File: src/rtl/dram_arbiter.sv
// dram_arbiter: round-robin arbiter sharing one single-port DRAM between
// NUM_CORES cores. The DRAM has a registered output, so a read takes one
// extra cycle. Only one transaction is in flight at a time, and read data is
// broadcast to every core on ddin.
//
// Optional build macro: ARB_STATS_EN
//   Defined:   per-core saturating completion counters drive grant_cnt.
//   Undefined: no counters are built and grant_cnt reads 0.
//
// Ports:
//   CLK                   rising-edge clock (clkdiv output)
//   rst                   synchronous, active-high reset
//   mem_ctrl[4N]          per-core Mem_Ctrl: [0]=read, [1]=write, [3:2] unused
//   daddr[8N], ddout[8N]  per-core address and write data
//   acq[N]                per-core grant/complete; 0 means the core stalls
//   ddin[8]               registered read data, broadcast to all cores
//   dram_address/dram_data/dram_wren   outputs to the DRAM
//   dram_q[8]             DRAM read data
//   owner[2]              core currently or most recently served
//   busy                  FSM is outside IDLE
//   grant_cnt[8N]         per-core completed-transaction counters

// Per-core slice: request decode, stall handshake, optional stats counter.
module dram_arbiter_lane (
  input  logic       CLK,
  input  logic       rst,
  input  logic [3:0] mem_ctrl,
  input  logic       done,
  output logic       req,
  output logic       wr,
  output logic       acq,
  output logic [7:0] cnt
);
  assign req = mem_ctrl[0] | mem_ctrl[1];
  assign wr  = mem_ctrl[1];                 // write wins when both bits are set
  assign acq = ~req | done;                 // idle cores run freely

`ifdef ARB_STATS_EN
  logic lane_unused;
  assign lane_unused = ^mem_ctrl[3:2];
  always_ff @(posedge CLK) begin
    if (rst)                      cnt <= '0;
    else if (done && cnt != 8'hFF) cnt <= cnt + 8'd1;
  end
`else
  logic lane_unused;
  assign lane_unused = ^{mem_ctrl[3:2], CLK, rst, done};
  assign cnt = '0;
`endif
endmodule

module dram_arbiter #(
  parameter int NUM_CORES = 4
) (
  input  logic                   CLK,
  input  logic                   rst,
  input  logic [4*NUM_CORES-1:0] mem_ctrl,
  input  logic [8*NUM_CORES-1:0] daddr,
  input  logic [8*NUM_CORES-1:0] ddout,
  output logic [NUM_CORES-1:0]   acq,
  output logic [7:0]             ddin,
  output logic [7:0]             dram_address,
  output logic [7:0]             dram_data,
  output logic                   dram_wren,
  input  logic [7:0]             dram_q,
  output logic [1:0]             owner,
  output logic                   busy,
  output logic [8*NUM_CORES-1:0] grant_cnt
);
  typedef enum logic [1:0] {IDLE, ACCESS, WAIT, DONE} state_t;

  state_t                        state;
  logic [1:0]                    last_owner;
  logic [1:0]                    win;
  logic                          is_wr;
  logic [NUM_CORES-1:0]          req, wr, done;
  logic [NUM_CORES-1:0][7:0]     cnt;

  genvar i;
  generate
    for (i = 0; i < NUM_CORES; i++) begin : g_lane
      assign done[i] = (state == DONE) && (owner == 2'(i));
      dram_arbiter_lane u_lane (
        .CLK      (CLK),
        .rst      (rst),
        .mem_ctrl (mem_ctrl[4*i +: 4]),
        .done     (done[i]),
        .req      (req[i]),
        .wr       (wr[i]),
        .acq      (acq[i]),
        .cnt      (cnt[i])
      );
    end
  endgenerate

  assign grant_cnt = cnt;

  // Round-robin pick: scan from farthest to nearest offset after last_owner
  // so the nearest requester overwrites the others.
  always_comb begin
    win = last_owner;
    for (int k = NUM_CORES; k >= 1; k--) begin
      logic [1:0] t;
      t = 2'((int'(last_owner) + k) % NUM_CORES);
      if (req[t]) win = t;
    end
  end

  always_ff @(posedge CLK) begin
    if (rst) begin
      state        <= IDLE;
      last_owner   <= 2'(NUM_CORES - 1);
      owner        <= '0;
      is_wr        <= 1'b0;
      dram_address <= '0;
      dram_data    <= '0;
      dram_wren    <= 1'b0;
      ddin         <= '0;
      busy         <= 1'b0;
    end else begin
      case (state)
        IDLE: if (|req) begin
          // Latch everything now so the requester may drop req mid-flight.
          owner        <= win;
          dram_address <= daddr[8*win +: 8];
          dram_data    <= ddout[8*win +: 8];
          dram_wren    <= wr[win];
          is_wr        <= wr[win];
          busy         <= 1'b1;
          state        <= ACCESS;
        end
        ACCESS: begin
          dram_wren <= 1'b0;
          state     <= is_wr ? DONE : WAIT;
        end
        WAIT: begin
          ddin  <= dram_q;                  // DRAM q valid one cycle after address
          state <= DONE;
        end
        DONE: begin
          last_owner <= owner;
          busy       <= 1'b0;
          state      <= IDLE;
        end
        default: state <= IDLE;
      endcase
    end
  end
endmodule

File: config.mk
export PLATFORM = sky130hd
export DESIGN_NAME = dram_arbiter
export DESIGN_NICKNAME = d
export VERILOG_FILES = /design/src/rtl/dram_arbiter.sv
export SDC_FILE = /design/constraint.sdc
export NUM_CORES = 1
export LEC_CHECK = 0
export BUFFER_PORTS_ARGS = -buffer_cell sky130_fd_sc_hd__buf_2
export CORE_MARGIN = 4
export CORE_UTILIZATION = 41
export CTS_CLUSTER_SIZE = 30
export DETAILED_ROUTE_END_ITERATION = 8
export PLACE_DENSITY = 0.8
export SLEW_MARGIN = 0
export SYNTH_ARGS = -nofsm -noshare
export SYNTH_HDL_FRONTEND = slang
export SYNTH_SLANG_ARGS = --single-unit
File: constraint.sdc
create_clock -name CLK -period 1.99 [get_ports CLK]
set_input_delay 0.398 -clock CLK [delete_from_list [all_inputs] [get_ports CLK]]
set_output_delay 0.398 -clock CLK [all_outputs]
set_load 0.02 [all_outputs]
# Yosys cells after proc, flatten, opt, wreduce, memory -nomap -nowiden
# Cells that the tools add are included.
dict set report totals {
  reg_bits 33
  in_bits 90
  out_inout_bits 64
}
dict set report classes {
  add_sub_neg 4
  n_lt_le_gt_ge 5
  n_eq_ne 7
  shifts 2
  muxes 21
  n_bitwise 12
  reduce_logical 12
}
# operator count
set op_table {}
lappend op_table {{indexed part select 32 x 6 -> 8 bit} 2}
lappend op_table {{< comparator 2 x 3 -> 1 bit (second input constant)} 5}
lappend op_table {{binary-select mux 1 bit (select 2 bit)} 5}
lappend op_table {{2-to-1 mux 2 bit} 5}
lappend op_table {{== test 2 bit (second input constant)} 4}
lappend op_table {{2-to-1 mux 1 bit} 8}
lappend op_table {{bitwise OR 1 bit} 8}
lappend op_table {{case mux 2 bit (4 select lines)} 1}
lappend op_table {{AND reduction 2 bit} 3}
lappend op_table {{adder 2 x 1 -> 2 bit (second input constant)} 2}
lappend op_table {{adder 2 bit (second input constant)} 2}
lappend op_table {{== test 2 x 1 -> 1 bit (second input constant)} 2}
lappend op_table {{logical AND 1 bit} 4}
lappend op_table {{logical NOT 2 bit} 2}
lappend op_table {{NOT 1 bit} 4}
lappend op_table {{case mux 1 bit (2 select lines)} 2}
lappend op_table {{nonzero test 2 bit} 2}
lappend op_table {{OR reduction 4 bit} 1}
lappend op_table {{inequality test 2 bit (second input constant)} 1}

# Longest topological paths before layout
# Gate-level depths: netlist of the first run.
dict set report logic_depth {
  ltp_word 11
  depth_mapped 8
  ltp_nobuf 6
}

# By module
# From an unflattened synthesis of the first run, not the netlist that was laid out.
dict set report hier_totals {
  hier_cells 275
  hier_area_um2 2353.5
}
# module instances cells_each area_per_inst_um2 seq_area_each_um2
set modules_own_cells {}
lappend modules_own_cells {dram_arbiter 1 227 2013.2 660.6}
lappend modules_own_cells {dram_arbiter_lane 4 12 85.1 0.0}

# Worst setup path before layout of the first run
# OpenSTA, ideal clock, no wires.
dict set report synth_timing {
  kind {input-to-reg}
  start {input mem_ctrl[12]}
  end {register dram_address[3]}
  setup_ps 134
  arrival_time_ps 1720
  setup_slack_ps 136
  path_stages 6
  path_buffers 1
  cell_sequence {nor4_1 > o32a_1 > nand2_2 > buf_2 > mux2i_1 > o221ai_1}
}
dict set report synth_between {
  elab_chain_cells 8
  word_cells_on_any_way 16
  cone_classes {1 x shift; 12 x mux; 1 x bitwise; 2 x reduce/logical}
}
# item line
set synth_lines {}
lappend synth_lines {{start, declared} 57} ;# input logic [4*NUM_CORES-1:0] mem_ctrl,
lappend synth_lines {{bitwise OR 1 bit (*)} 34} ;# assign req = mem_ctrl[0] | mem_ctrl[1];
lappend synth_lines {{binary-select mux 1 bit (select 2 bit)} 105} ;# if (req[t]) win = t;
lappend synth_lines {{2-to-1 mux 1 bit (implied by the code)} 105}
lappend synth_lines {{2-to-1 mux 2 bit (4 in series)} 105}
lappend synth_lines {{indexed part select 32 x 6 -> 8 bit} 125} ;# dram_address <= daddr[8*win +: 8];
lappend synth_lines {{end signal, assigned} 125}
lappend synth_lines {{end, declared} 62} ;# output logic [7:0] dram_address,
# Mark *: on every way between the ends. The rest lies on a longest branch, timed or not. The select of a mux whose other input is x is not followed.
# A chain may end at the register's enable or synchronous reset.

# Worst setup path in the final report of the first run
dict set report layout_timing {
  start {register state[1]}
  end {output acq[3]}
}
dict set report layout_between {
  elab_chain_cells 3
}
# item line
set layout_lines {}
lappend layout_lines {{start, declared} 72} ;# state_t state;
lappend layout_lines {{start signal, assigned} 134} ;# state <= is_wr ? DONE : WAIT;
lappend layout_lines {{== test 2 bit} 82} ;# assign done[i] = (state == DONE) && (owner == 2'(i));
lappend layout_lines {{logical AND 1 bit} 82}
lappend layout_lines {{bitwise OR 1 bit} 36} ;# assign acq = ~req | done;
lappend layout_lines {{end, declared} 60} ;# output logic [NUM_CORES-1:0] acq,
# No other way between the ends.

==> flow_summary.json, run 1 <==
{
  "grt_setup_unrepaired": "no",
  "grt_pass1_vias": 1782,
  "grt_max_degree": 28,
  "post_cts_buffers": 0,
  "r2r_setup_slack_ns": 0.18,
  "synth-seq-cells": 33,
  "hold_violations": 0,
  "initial_core_util_pct": 42.4,
  "synth_area_um2": 2180,
  "port_buffers": 113,
  "cts-buffers-inserted": 5,
  "fin_crit_ns": 1.83,
  "setup_tns_ns": 0,
  "place_hpwl_mm": 4.33,
  "synth-main-ff-cell": "dfxtp_1",
  "cts_resized": 0,
  "grt_usage_pct": 15.8,
  "via_per_inst": 4.88,
  "switchingPower_w": 0.00143,
  "cp_data_arrival_time_ns": 1.43,
  "ctsHtreeMaxLevel": 2,
  "cts-root-buf": "clkbuf_8",
  "place_congestion": 0.833,
  "dieWidth_um": 80.9,
  "postCtsHoldBufs": 0,
  "syn_inst": 234,
  "power_leakage_nw": 1.33,
  "area_growth_pct": 28.5,
  "clkPwrFrac_pct": 15.0,
  "synth_top_cell_by_area": "dfxtp_1",
  "crit_required_ns": 1.59,
  "route.detailed.drc": 0,
  "ys_top_cells_by_area": "dfxtp_1, mux2i_1, buf_4, nand3b_1, o221ai_1",
  "synth_cell_types": 42,
  "total_power_w": 0.00334,
  "hold_class": "in2reg",
  "clock_path_buffers": 2,
  "clk_latency_ns": 0.28,
  "drv_slew": 0,
  "dieHeight_um": 80.9,
  "diodes": 0,
  "ir_drop_mv": 0.700,
  "synth-edff-count": 0,
  "fmax_ghz": 0.546,
  "ys_warn_count": 0,
  "intPower_w": 0.00191,
  "fin_crit_sh_pct": 92.0,
  "num_rows": 26,
  "path_class": "reg2out",
  "finClkSkew_ns": 0.00254,
  "outcome": "finished clean",
  "powerDensity_nw_per_um2": 1190,
  "maxCapViolations": 0,
  "pre_cts_ws_ns": -0.0521,
  "clock_sinks": 33,
  "swShare_pct": 42.8,
  "crit_path_start_kind": "flip-flop",
  "num_io_pins": 154,
  "worstSetupEndpointType": "primary output",
  "grt_overflow_total": 0,
  "drive_above_1_share_pct": 39.4,
  "postRouteAntennaNets": 0,
  "core_area_um2": 5140,
  "grt_pass1_wl_mm": 8.27,
  "synth_top_area_share_pct": 30.3,
  "comb_power_share_pct": 53.6,
  "vias": 2040,
  "post_drt_wl_per_cell_um": 13.2,
  "drt_pass1_iterations": 4,
  "drt_iter0_drc": 43,
  "antenna_found_initial": 0,
  "crit_path_max_fanout": 7,
  "syn_area_per_cell_um2": 9.31,
  "die_area_um2": 6540,
  "clkSlewWorstSetupHoldPaths_ns": 0.07,
  "final-setup-viol-count": 0,
  "pwr-share-seq_pct": 31.5,
  "setup_slack_ns": 0.160,
  "ys_async_sr_fraction_pct": 0,
  "num-nets-final": 442,
  "cts_tree": "yes",
  "timing.hold.ws_ns": 0.352,
  "wl_mm": 5.50,
  "synth-seq-area-share_pct": 30.3
}
==> stage by stage <==
| step | util (%) | cells | instance area, µm² |
|---|---|---|---|
| global placement | 52.8 | 410 | 2710 |
| detailed placement | 52.8 | 410 | 2710 |
| finish | 54.5 | 418 | 2800 |
| floorplan | - | 265 | 2290 |
| global route | 54.5 | 418 | 2800 |
| CTS | 54.5 | 418 | 2800 |
==> layout make-up <==
class | instances | area [µm²]
inverters | 5 | 18.8
fillers | 489 | 2340
multi-input cells | 178 | 1270
flip-flops and latches | 33 | 662
repair buffers | 124 | 673
clock buffers | 5 | 68.8
clock inverters | 3 | 17.5
well taps | 70 | 87.6
==> Yosys cell counts (2+ instances only) <==
master	number
mux2i_1	40
buf_4	37
dfxtp_1	33
nand3b_1	19
nor2_1	17
o221ai_1	15
clkbuf_1	6
ha_1	5
inv_1	5
buf_2	4
nand2_1	4
o21ai_0	4
o22ai_1	4
a211oi_1	3
nand2b_1	3
o32ai_1	3
a21boi_0	2
a21oi_1	2
a2bb2oi_1	2
buf_6	2
nor4_1	2
o311ai_0	2
==> cell usage in the layout (no fill, tap or decap), drive strengths merged, types with 3 or more instances in the layout <==
cell type,netlist,final
conb,1,32
buf,43,124
a211oi,3,3
nand3b,19,19
nor2,17,17
o32ai,3,3
inv,5,5
o21ai,5,5
o221ai,16,16
nand2b,3,3
o22ai,4,4
mux2i,40,40
clkbuf,6,5
ha,5,5
nand2,5,5
a21boi,3,3
dfxtp,33,33
==> worst max-delay path, cell delays in order (launching register included) <==
cell     delay (ns)
dfxtp_1        0.37
ha_1           0.30
nand2_1        0.14
o22ai_1        0.15
buf_2          0.19
==> power groups by stage <==
stage | clock network [W] | registers (W) | logic, W
final | 0.000500 | 0.00105 | 0.00179
after global routing | 0.000546 | 0.00108 | 0.00196
after CTS | 0.000519 | 0.00105 | 0.00182
after detailed placement | 0 | 0.00106 | 0.00181
after global placement | 0 | 0.00105 | 0.00178
after floorplan | 0 | 0.00129 | 0.00107
==> cells by family after synthesis <==
logic type	count (synthesis)	share of synthesized area (%)
AOI/OAI and AO/OA	47	17.2
adders and majority gates	5	2.87
buffers and inverters	54	16.6
DFF	33	30.3
muxes	40	18.4
other	1	0.172
and+or+nand+nor	54	14.4
==> path summary, 6_finish.rpt <==
path,startpoint,to,cells after the start
worst max register to register,last_owner[1],dram_address[7],6
worst min-delay path,dram_q[4],ddin[4],3
worst max-delay path,state[1],acq[3],4
worst min register to register,busy,busy,2
==> state kept, by name (all words and copies together) (netlist names) <==
signal        count
busy              1
ddin              8
dram_address      8
dram_data         8
dram_wren         1
is_wr             1
last_owner        2
owner             2
state             2
==> per-layer routing <==
layer	GRT usage, %	vias to the layer above	wire length (µm)
li1	-	1022	-
met1	20.6	919	2350
met2	26.2	97	2630
met3	3.66	2	501
met4	4.05	0	19
met5	0	-	0
(Power assumes the default switching activity.)
==> inputs of run 2 (changes only) <==
Settings changed: CORE_MARGIN 4 to unset.
Clock period 1.99 ns to 2 ns, I/O delays scaled along.
==> run 2 against run 1 <==
Against the previous run:
- sequential cell count is the same
- clock skew grew 0.0046 ns
- combinational power grew 2%
- global-route usage grew 2.4 points
- critical path type is now reg2reg
- largest cell class unchanged
- highest routed layer unchanged
==> flow_summary.json, run 2 (synthesis results as in run 1) <==
{
  "area_growth_pct": 29.0,
  "place_hpwl_mm": 4.02,
  "cts-root-buf": "clkbuf_8",
  "maxCapViolations": 0,
  "die_area_um2": 5610,
  "power_leakage_nw": 1.33,
  "grt_usage_pct": 18.2,
  "fmax_ghz": 0.535,
  "final-setup-viol-count": 0,
  "crit_path_start_kind": "flip-flop",
  "hp-start": "dram_q[6]",
  "crit_required_ns": 2.19,
  "grt_max_degree": 23,
  "slowest_delay_ns": 0.42,
  "grt_pass1_wl_mm": 7.80,
  "grt_overflow_total": 0,
  "cp_data_arrival_time_ns": 2.06,
  "outcome": "finished clean",
  "core_area_um2": 5110,
  "cp_top_family": "simple AND/OR/NAND/NOR gates",
  "drt_pass1_iterations": 4,
  "hold_violations": 0,
  "cts_tree": "yes",
  "vias": 2085,
  "setup_slack_ns": 0.131,
  "initial_core_util_pct": 42.7,
  "drv_slew": 0,
  "clk_latency_ns": 0.28,
  "diodes": 0,
  "fin_crit_sh_pct": 93.5,
  "place_congestion": 0.906,
  "relSlewSlack_pct": 67.4,
  "total_power_w": 0.00337,
  "ir_drop_mv": 0.670,
  "crit_chain": "o21bai_1, a21oi_1, or3_4, or3_1, buf_4, o221ai_1",
  "pre_cts_ws_ns": -0.0396,
  "crit_path_max_fanout": 16,
  "hold_class": "in2reg",
  "num_rows": 26,
  "port_buffers": 113,
  "path_class": "reg2reg",
  "crit_start": "last_owner[1]",
  "via_per_inst": 5.01,
  "grt_pass1_vias": 1733,
  "clkSlewWorstSetupHoldPaths_ns": 0.07,
  "post_drt_wl_per_cell_um": 12.3,
  "dieHeight_um": 74.9,
  "max_slew.worst_pin.slew_ns": 0.483,
  "mostFrequentLayoutCell": "buf_2",
  "postRouteAntennaNets": 0,
  "drt_iter0_drc": 68,
  "cts-buffers-inserted": 5,
  "num_io_pins": 154,
  "reg.largest.list": "ddin (8), dram_address (8), dram_data (8)",
  "postCtsHoldBufs": 0,
  "grt_setup_unrepaired": "no",
  "clock_sinks": 33,
  "ctsHtreeMaxLevel": 2,
  "timing.rr.start": "last_owner[1]",
  "dieWidth_um": 74.9,
  "route.detailed.drc": 0,
  "worstSetupEndpointType": "flip-flop",
  "drive_above_1_share_pct": 39.0,
  "fin_util_pct": 55.0,
  "critPathSlowestCell": "dfxtp_2",
  "powerDensity_nw_per_um2": 1200,
  "wl_mm": 5.12,
  "num-nets-final": 440,
  "layout_common_cells": "buf_2, mux2i_1, conb_1, dfxtp_1, nand3b_1",
  "crit_buf_inv": 1,
  "fin_crit_ns": 1.87,
  "antenna_found_initial": 0,
  "clock_path_buffers": 2,
  "finClkSkew_ns": 0.00717
}
run 2: changes by cell type in the layout (fill, tap and decap cells not counted), sizes merged:
| cell | delta |
|---|---|
| buf | -2 |
run 2: layout make-up:
type	instances	area (µm²)
well taps	70	87.6
clock buffers	5	68.8
inverters	5	18.8
clock inverters	3	17.5
repair buffers	122	683
flip-flops and latches	33	662
fillers	489	2300
multi-input cells	178	1270
run 2: repair_timing:
action                                  in CTS  in global routing
buffers inserted                             0                  0
resized for setup                            0                  1
endpoints found under the setup margin       0                 16
run 2: per-stage QoR:
stage	TNS (ns)	instances	hold slack, ns	cell area [µm²]
5_1_grt	0	416	0.350	2810
2_1_floorplan	0	265	0.460	2290
4_1_cts	0	416	0.341	2810
3_3_place_gp	0	408	0.468	2720
6_report	0	416	0.349	2810
3_5_place_dp	-0.348	408	0.480	2720
run 2: path summary, 6_finish.rpt:
kind                     end  slack, ns  cells after the start
max          dram_address[6]       0.13                      6
min                  ddin[6]       0.35                      3
max reg2reg  dram_address[6]       0.13                      6
min reg2reg  dram_address[7]       0.49                      2
run 2: where the power goes:
part           internal [W]  switching, W  leakage (nW)  total [W]
Sequential         0.000900      0.000154         0.271    0.00105
Clock              0.000240      0.000246        0.0439   0.000486
Combinational      0.000798       0.00103          1.01    0.00183
run 2: worst min-delay path, delay by kind of cell:
family / cells / cell delay (ns)
buffers and inverters: 1 / 0.07
muxes: 1 / 0.05
and+or+nand+nor: 1 / 0.07
run 2: metal layers:
metal / GRT usage, % / vias up / share of wire [%]
met5: 0 / - / 0
met4: 5.87 / 0 / 0.94
li1: - / 1016 / -
met2: 30.6 / 109 / 48
met1: 22.6 / 954 / 43
met3: 4.82 / 6 / 7.9
